--- config.mk ---
export PLATFORM = sky130hd
export DESIGN_NAME = flag_ram_writer
export DESIGN_NICKNAME = d
export VERILOG_FILES = /design/src/rtl/flag_ram_writer.sv
export SDC_FILE = /design/constraint.sdc
export NUM_CORES = 1
export LEC_CHECK = 0
export BUFFER_PORTS_ARGS = -buffer_cell sky130_fd_sc_hd__buf_2
export CAP_MARGIN = 10
export CORE_MARGIN = 1.5
export CORE_UTILIZATION = 54
export DETAILED_ROUTE_END_ITERATION = 10
export PLACE_DENSITY = 0.9
export SYNTH_ARGS = -nofsm -noshare
export SYNTH_HDL_FRONTEND = slang
export SYNTH_SLANG_ARGS = --single-unit
--- constraint.sdc ---
create_clock -name clk -period 1.34 [get_ports clk]
set_input_delay 0.067 -clock clk [delete_from_list [all_inputs] [get_ports clk]]
set_output_delay 0.067 -clock clk [all_outputs]
set_load 0.01 [all_outputs]
--- src/rtl/flag_ram_writer.sv ---
// Serialises packed flag words into one single-bit flag RAM write per cycle,
// LSB first, with addresses wrapping modulo 2^ADDR_WIDTH.
module flag_ram_writer #(
  parameter int unsigned IN_WIDTH   = 16,
  parameter int unsigned ADDR_WIDTH = 4
) (
  input  logic                  clk,
  input  logic                  reset,
  input  logic                  start,
  input  logic [ADDR_WIDTH-1:0] base_addr,
  input  logic [ADDR_WIDTH:0]   num_flags,
  input  logic                  in_valid,
  input  logic [IN_WIDTH-1:0]   in_data,
  output logic                  in_ready,
  output logic                  wr_req,
  output logic [ADDR_WIDTH-1:0] wr_addr,
  output logic                  wr_data,
  output logic                  busy,
  output logic                  done
);

  localparam int unsigned IDX_W = $clog2(IN_WIDTH);
  localparam int unsigned CNT_W = ADDR_WIDTH + 1;

  typedef enum logic [1:0] {
    S_IDLE  = 2'd0,
    S_LOAD  = 2'd1,
    S_SHIFT = 2'd2,
    S_DONE  = 2'd3
  } state_t;

  state_t                state;
  state_t                state_nxt;
  logic [IN_WIDTH-1:0]   shreg;
  logic [IDX_W-1:0]      bit_idx;
  logic [ADDR_WIDTH-1:0] addr_q;
  logic [CNT_W-1:0]      remain;

  // State register plus the frame datapath it sequences
  always_ff @(posedge clk) begin
    if (reset) begin
      state   <= S_IDLE;
      shreg   <= '0;
      bit_idx <= '0;
      addr_q  <= '0;
      remain  <= '0;
    end else begin
      state <= state_nxt;
      case (state)
        S_IDLE: begin
          if (start) begin
            addr_q <= base_addr;
            remain <= num_flags;
          end
        end
        S_LOAD: begin
          if (in_valid) begin
            shreg   <= in_data;
            bit_idx <= '0;
          end
        end
        S_SHIFT: begin
          shreg   <= shreg >> 1;
          addr_q  <= addr_q + ADDR_WIDTH'(1);
          remain  <= remain - CNT_W'(1);
          bit_idx <= bit_idx + IDX_W'(1);
        end
        default: ;
      endcase
    end
  end

  // Next-state: frame end takes priority over word end
  always_comb begin
    state_nxt = state;
    case (state)
      S_IDLE: begin
        if (start) begin
          state_nxt = (num_flags != '0) ? S_LOAD : S_DONE;
        end
      end
      S_LOAD: begin
        if (in_valid) begin
          state_nxt = S_SHIFT;
        end
      end
      S_SHIFT: begin
        if (remain == CNT_W'(1)) begin
          state_nxt = S_DONE;
        end else if (bit_idx == IDX_W'(IN_WIDTH - 1)) begin
          state_nxt = S_LOAD;
        end
      end
      S_DONE:  state_nxt = S_IDLE;
      default: state_nxt = S_IDLE;
    endcase
  end

  // Outputs decode state registers only; address/data are forced to 0 outside SHIFT
  always_comb begin
    in_ready = 1'b0;
    wr_req   = 1'b0;
    wr_addr  = '0;
    wr_data  = 1'b0;
    busy     = (state != S_IDLE);
    done     = 1'b0;
    case (state)
      S_LOAD: in_ready = 1'b1;
      S_SHIFT: begin
        wr_req  = 1'b1;
        wr_addr = addr_q;
        wr_data = shreg[0];
      end
      S_DONE:  done = 1'b1;
      default: ;
    endcase
  end

endmodule

# Word-level counts from Yosys, hierarchy flattened
# Index checks and enable logic that the tools add are counted.
dict set report totals {
  output_inout_bits 9
  word_cells 43
  latchBits 0
  memories 0
  input_bits 29
  regBits 31
  romBits 0
  ram_bits 0
}
dict set report op_classes {
  bitwise_logic 0
  n_div 0
  n_mux 19
  addsub 3
  n_mul 0
  n_eq_ne 8
  n_reduce_logical 8
  magnitude_cmp 0
  shifts 0
}
# cell count
set ops {}
lappend ops {{one-hot mux 16 bit (2 select lines)} 1}
lappend ops {{two-way mux 16 bit} 1}
lappend ops {{one-hot mux 4 bit (2 select lines)} 2}
lappend ops {{two-way mux 4 bit} 3}
lappend ops {{two-way mux 2 bit} 5}
lappend ops {{one-hot mux 5 bit (2 select lines)} 1}
lappend ops {{adder 4 x 1 -> 4 bit (second input constant)} 2}
lappend ops {{one-hot mux 2 bit (4 select lines)} 1}
lappend ops {{nonzero test 2 bit} 3}
lappend ops {{== test 5 x 1 -> 1 bit (second input constant)} 1}
lappend ops {{two-way mux 5 bit} 1}
lappend ops {{nonzero test 5 bit} 1}
lappend ops {{subtractor 5 x 1 -> 5 bit (second input constant)} 1}
lappend ops {{== test 2 bit (second input constant)} 2}
lappend ops {{== test 4 bit (second input constant)} 1}
lappend ops {{two-way mux 1 bit} 4}
lappend ops {{!= test 2 bit (second input constant)} 2}
lappend ops {{AND reduction 2 bit} 2}
lappend ops {{!= test 3 bit (second input constant)} 1}
lappend ops {{AND reduction 3 bit} 1}
lappend ops {{== test 2 x 1 -> 1 bit (second input constant)} 1}
lappend ops {{logical NOT 2 bit} 1}

# Depth between registers and ports, before layout
# Gate-level depths: netlist (run 1).
dict set report logic_depth {
  word_depth 4
  depth_mapped 7
  depth_no_buf 5
}

# Worst setup path after synthesis (run 1)
# No wires, ideal clock.
dict set report synth_timing {
  kind {reg2reg}
  start {register state[0]}
  end {register remain[0]}
  synth_period_minus_slack_ps 1245
  setup_time_ps 132
  t_arrival_ps 1113
  setup_slack_ps 95
  path_stages_with_launch 8
  n_path_buf 3
  required_ps 1208
  cell_sequence {dfxtp_1 buf_6 nand2b_4 buf_6 inv_8 buf_4 a211oi_1 nor3_1}
}
dict set report synth_between {
  elab_chain_cells 3
  elab_cells_between_ends 6
}
# element line
set synth_lines {}
lappend synth_lines {{start: declaration} 32} ;# state_t state;
lappend synth_lines {{start signal: assignment} 48} ;# state <= state_nxt;
lappend synth_lines {{== test 2 bit / logical NOT 2 bit (equally long branches)} 49} ;# case (state)
lappend synth_lines {{nonzero test 2 bit (no source line) / != test 2 bit (equally long branches)} --}
lappend synth_lines {{AND reduction 2 bit (no source line)} --}
lappend synth_lines {{end signal: assignment} 53} ;# remain <= num_flags;
lappend synth_lines {{end signal: assignment} 65} ;# remain <= remain - CNT_W'(1);
lappend synth_lines {{end: declaration} 37} ;# logic [CNT_W-1:0] remain;
# Parallel ways exist; a longest one is shown, timed or not.
# A chain may end at the register's enable or synchronous reset.

# Final worst setup path (run 1)
dict set report layout_timing {
  start {register state[0]}
  end {output port busy}
}
dict set report layout_between {
  elab_chain_cells 1
}
# element line
set layout_lines {}
lappend layout_lines {{nonzero test 2 bit} 105} ;# busy = (state != S_IDLE);
lappend layout_lines {{end: declaration} 18} ;# output logic busy,
# No other way between the ends.

==> impl_metrics.json, run 1 <==
{
  "status": "complete, but fails checks",
  "failed_checks": "negative hold slack, negative setup slack",
  "power.density_nw_per_um2": 1160,
  "first_pass_iters": 5,
  "max_freq_mhz": 730,
  "clk_pin_slew_ns": 0.11,
  "synth_cell_types": 47,
  "min_path_type": "in -> reg",
  "grt_use_total": 0.246,
  "nFillCells": 207,
  "hold_viol": 4,
  "wl_per_cell_microns": 16.4,
  "required_ns": 1.27,
  "netlist_area_sq_um": 1740,
  "cts_tree": "yes",
  "placed_area_sq_um": 1940,
  "die_h_microns": 59.7,
  "multi_input_area_sq_um": 1000,
  "min_period_ns": 1.37,
  "synth_area_leaders": "dfxtp_1 36%, nand2_1 7.8%, a311oi_1 6.0%, nor3_1 5.2%, buf_6 3.9%",
  "cts_max_level": 2,
  "worstMarginPinSlew_ns": 0.348,
  "power_leakage_uw": 0.000892,
  "drcViolationCount": 0,
  "syn_inst": 203,
  "cts.sink_count": 31,
  "p_int_uw": 1750,
  "seqCellArea_sq_um": 631,
  "finalWorstSetupSlack_ns": -0.0291,
  "post-route-period-util": 1.02,
  "yosysTopAreaCellShare": 0.357,
  "cp-start-kind": "flip-flop",
  "gr-total-overflow": 0,
  "fin_area_sq_um": 2190,
  "skew_ns": 0.0125,
  "root_buffer": "clkbuf_4",
  "fin_util": 0.719,
  "endpoint_kind": "output port",
  "maxSlewViolCount": 0,
  "fin_tns_setup_ns": -0.0387,
  "vias": 1833,
  "irDropWorstVdd_mv": 0.937,
  "synth_edf_count": 0,
  "synth_flop_cell": "dfxtp_1",
  "grt_pass1_wl_mm": 6.61,
  "die_w_microns": 59.7,
  "fp.coreArea_sq_um": 3050,
  "finalWeightedCongestion": 0.895,
  "synth.most_common_cell": "nand2_1",
  "start_util": 0.569,
  "syn2layout_area_growth_pct": 26.3,
  "yosysSeqAreaShare": 0.357,
  "clockBufferDepth": 2,
  "postRouteAntennaNets": 0,
  "drtIter0Drc": 149,
  "nNetsFinal": 283,
  "vias_per_cell": 6.21,
  "dp.final_hpwl_mm": 2.63,
  "yosys_warnings": 0,
  "syn_nets": 236,
  "synth_top_area_cell": "dfxtp_1",
  "num_rows": 20,
  "drive_above_1_share": 0.343,
  "p_switching_uw": 793,
  "syn_area_per_cell_sq_um": 8.56,
  "swShare": 0.312,
  "combPwrFrac": 0.246,
  "pre_cts_slack_ns": -0.0434,
  "yosys-top-cells-count": "36 x nand2_1, 31 x dfxtp_1, 18 x nor3_1",
  "antenna_cells": 0,
  "ys_ff_latch": 31,
  "cap_viol_max_count": 0,
  "whs_ns": -0.00570,
  "rsz0062_at_grt": "yes",
  "routed_wl_mm": 4.83,
  "p_seq_frac": 0.434,
  "cts_buffers": 5,
  "antenna_found_initial": 0,
  "io_pins": 38,
  "grt_pass1_vias": 1515,
  "portBuffers": 37,
  "slew_headroom": 0.766,
  "synthArstFlopShare": 0,
  "critPathKind": "reg -> out",
  "setup_viol": 2,
  "worstPathArrival_ns": 1.30,
  "grt_max_degree": 24,
  "clk_latency_ns": 0.36,
  "die_area_sq_um": 3570,
  "path_max_fanout": 9,
  "pwr-share-clk": 0.319
}
## path summary, 6_finish.rpt
| kind | start | end | slack [ns] | depth (start not counted) |
|---|---|---|---|---|
| max | state[0] | busy | -0.03 | 3 |
| min | base_addr[1] | addr_q[1] | -0.006 | 3 |
| max reg2reg | state[0] | shreg[8] | -0.01 | 5 |
| min reg2reg | shreg[5] | shreg[4] | 0.49 | 2 |
## cells by family (layout without fill, tap and decap cells)
kind of cell,after synthesis,in the layout,synth area share
AOI/OAI and AO/OA,49,49,0.236
xor gates and xnor gates,1,1,0.00504
adders and majority gates,4,4,0.0288
buffers and inverters,22,70,0.0914
DFF,31,31,0.357
muxes,2,2,0.0122
and+or+nand+nor,94,94,0.269
## routing by layer
layer | vias to the layer above | GRT usage | wire length (microns)
met3 | 11 | 0.0519 | 343
met2 | 87 | 0.405 | 2420
li1 | 852 | - | -
met4 | 0 | 0.105 | 91
met1 | 883 | 0.309 | 1970
met5 | - | 0 | 0
## power groups by stage
stage               Clock [uW]  Combinational [uW]  Sequential, uW
CTS                        785                 569            1100
global route               859                 674            1110
floorplan                    0                 417            1090
finish                     813                 626            1100
detailed placement           0                 534            1110
global placement             0                 518            1110
## registers in the layout (all words and copies together), names as in the netlist
signal,count
shreg,16
remain,5
addr_q,4
bit_idx,4
state,2
## cells in the final DEF, fill, tap and decap left out, types with 7 or more instances in the layout
master	n
buf_2	37
nand2_1	36
dfxtp_1	27
nor3_1	18
a311oi_1	11
buf_4	10
a21oi_1	8
nor2_1	7
nand3_1	7
## stage by stage
| step | instances | power (uW) |
|---|---|---|
| 2_1_floorplan | 203 | 1510 |
| 3_3_place_gp | 276 | 1630 |
| 3_5_place_dp | 276 | 1650 |
| 4_1_cts | 291 | 2450 |
| 5_1_grt | 295 | 2650 |
| 6_report | 295 | 2540 |
## cell type report
class,count,share of cell area
multi-input cells,150,0.457
clock inverters,2,0.0160
repair buffers,55,0.169
well taps,44,0.0251
clock buffers,6,0.0234
flip-flops and latches,31,0.287
inverters,5,0.0143
repair inverters,2,0.00798
## critical path: stages, from the launching register on
cell and delay (ns):
dfxtp_2 0.35, buf_4 0.17, or2_2 0.30, buf_2 0.14
## what timing repair did
action                                  CTS  global route
endpoints found under the setup margin   22            19
setup buffers                             2             2
cloned                                    1             1
pin swaps                                 0             2
hold endpoints to repair                  4             1
hold buffers                              4             1
gates resized for setup                   5            11
Note: power is estimated with default switching activity, not from simulation.
==> inputs of run 2 (changes only) <==
==> config.mk (replaced) <==
export PLATFORM = sky130hd
export DESIGN_NAME = flag_ram_writer
export DESIGN_NICKNAME = d
export VERILOG_FILES = /design/src/rtl/flag_ram_writer.sv
export SDC_FILE = /design/constraint.sdc
export NUM_CORES = 1
export LEC_CHECK = 0
export CAP_MARGIN = 10
export CORE_MARGIN = 1.5
export CORE_UTILIZATION = 62
export DETAILED_ROUTE_END_ITERATION = 10
export DONT_BUFFER_PORTS = 1
export PLACE_DENSITY_LB_ADDON = 0.25
export RECOVER_POWER = 100
export SYNTH_ARGS = -nofsm -noshare
export SYNTH_HDL_FRONTEND = slang
export SYNTH_SLANG_ARGS = --single-unit
==> run 2 against run 1 <==
Compared with the run above: the flow finishes with violations (negative hold slack); count of clock-buffer cells in the layout rose by 1; fmax is 3.4% higher; critical path depth rose by 1; cell count shrank 16%; largest cell class unchanged; largest power group unchanged.
==> impl_metrics.json, run 2 (same netlist as run 1, synthesis figures left out) <==
{
  "power.density_nw_per_um2": 1090,
  "cts_max_level": 2,
  "die_w_microns": 55.9,
  "power_leakage_uw": 0.000752,
  "holdBufCountCts": 5,
  "min_path_type": "in -> reg",
  "m1WireLength_mm": 1.86,
  "worstMarginPinSlew_ns": 0.292,
  "routed_wl_mm": 4.31,
  "top_register": "shreg",
  "clockBufferDepth": 2,
  "p_int_uw": 1500,
  "grt_use_total": 0.280,
  "whs_ns": -0.216,
  "required_ns": 1.61,
  "setup_viol": 0,
  "drive_above_1_share": 0.241,
  "first_pass_iters": 4,
  "status": "complete, but fails checks",
  "dp.final_hpwl_mm": 2.65,
  "wl_per_cell_microns": 17.4,
  "clk_latency_ns": 0.33,
  "nFillCells": 207,
  "max_freq_mhz": 755,
  "syn2layout_area_growth_pct": 16.1,
  "num_rows": 19,
  "nNetsFinal": 248,
  "final_common_cell": "nand2_1",
  "cp-start-kind": "flip-flop",
  "power_uw": 2200,
  "fp.coreArea_sq_um": 2710,
  "fin_tns_setup_ns": 0,
  "antenna_found_initial": 0,
  "p_seq_frac": 0.503,
  "vias_per_cell": 6.56,
  "hold_viol": 25,
  "cts_tree": "yes",
  "ff2ff_setup_slack_ns": 0.02,
  "rsz0062_at_grt": "yes",
  "reg_top3": "shreg x16, remain x5",
  "cts_buffers": 5,
  "critPathKind": "reg -> reg",
  "failed_checks": "negative hold slack",
  "finalWeightedCongestion": 0.810,
  "io_pins": 38,
  "vias": 1621,
  "swShare": 0.317,
  "layout.cells.non_filler": 247,
  "start_util": 0.641,
  "endpoint_kind": "flip-flop",
  "antenna_cells": 0,
  "gr-total-overflow": 0,
  "dp.cells": 225,
  "slew_headroom": 0.803,
  "wl_met2_mm": 2.10,
  "finalWorstSetupSlack_ns": 0.0153,
  "grt_max_degree": 28,
  "die_area_sq_um": 3130,
  "die_h_microns": 55.9,
  "dr.max_layer_used": "met4",
  "root_buffer": "clkbuf_4",
  "pre_cts_slack_ns": -0.0453,
  "layout_common_cells": "36 x nand2_1, 27 x dfxtp_1, 12 x nor3_1",
  "skew_ns": 0.00881,
  "postRouteAntennaNets": 0,
  "post-route-period-util": 0.989,
  "min_period_ns": 1.32,
  "pwr-share-clk": 0.236,
  "cap_viol_max_count": 0,
  "grt_pass1_vias": 1521,
  "drtIter0Drc": 71,
  "drcViolationCount": 0,
  "p_switching_uw": 698,
  "largest_reg_flops": 16,
  "clk_pin_slew_ns": 0.10,
  "grt_pass1_wl_mm": 6.97,
  "irDropWorstVdd_mv": 0.849,
  "wl_met3_microns": 271,
  "maxSlewViolCount": 0,
  "worstPathArrival_ns": 1.59,
  "combPwrFrac": 0.261,
  "cts.sink_count": 31,
  "portBuffers": 0,
  "path_max_fanout": 23
}
[run 2: final cells by class]
class	count	area (sq um)	area share
flip-flops and latches	31	628	0.311
clock inverters	1	5.00	0.00248
repair buffers	19	216	0.107
repair inverters	2	17.5	0.00868
clock buffers	7	45.0	0.0223
well taps	31	38.8	0.0192
inverters	5	31.3	0.0155
multi-input cells	151	1030	0.513
[run 2: per-stage QoR]
step	instance area (sq um)	hold slack, ns	utilization
5_1_grt	2020	-0.238	0.744
6_report	2020	-0.216	0.744
2_1_floorplan	1740	0.235	-
3_5_place_dp	1740	0.141	0.643
4_1_cts	1910	-0.226	0.703
3_3_place_gp	1740	0.138	0.643
[run 2: path summary, 6_finish.rpt]
path	start	endpoint	depth (start not counted)
worst min-delay path	reset	addr_q[1]	1
worst min register to register	shreg[7]	shreg[6]	2
worst max-delay path	state[0]	bit_idx[2]	4
worst max register to register	state[0]	bit_idx[2]	4
[run 2: layer usage]
metal  vias to the layer above  GRT usage
met3                        10     0.0837
met1                       765      0.360
met2                        60      0.452
met4                         0     0.0884
met5                         -          0
li1                        786          -
[run 2: worst max-delay path, cell delays in order, from the launching register on]
cell and delay (ns):
dfxtp_2 0.37, nand2b_4 0.25, inv_6 0.12, a311o_1 0.37
a21oi_1 0.14
[run 2: power groups by stage]
stage                     clock network, uW  logic [uW]  registers, uW
final                                   520         574           1110
after global routing                    569         627           1120
after CTS                               527         517           1100
after detailed placement                  0         478           1120
after global placement                    0         455           1110
after floorplan                           0         417           1090
[run 2: repair_timing]
| item | in CTS | in global routing |
|---|---|---|
| setup endpoints to repair | 25 | 25 |
| gates resized for setup | 5 | 16 |
| cloned | 2 | 2 |
| setup buffers | 4 | 1 |
| endpoints found under the hold margin | 28 | 25 |
| pin swaps | 0 | 16 |
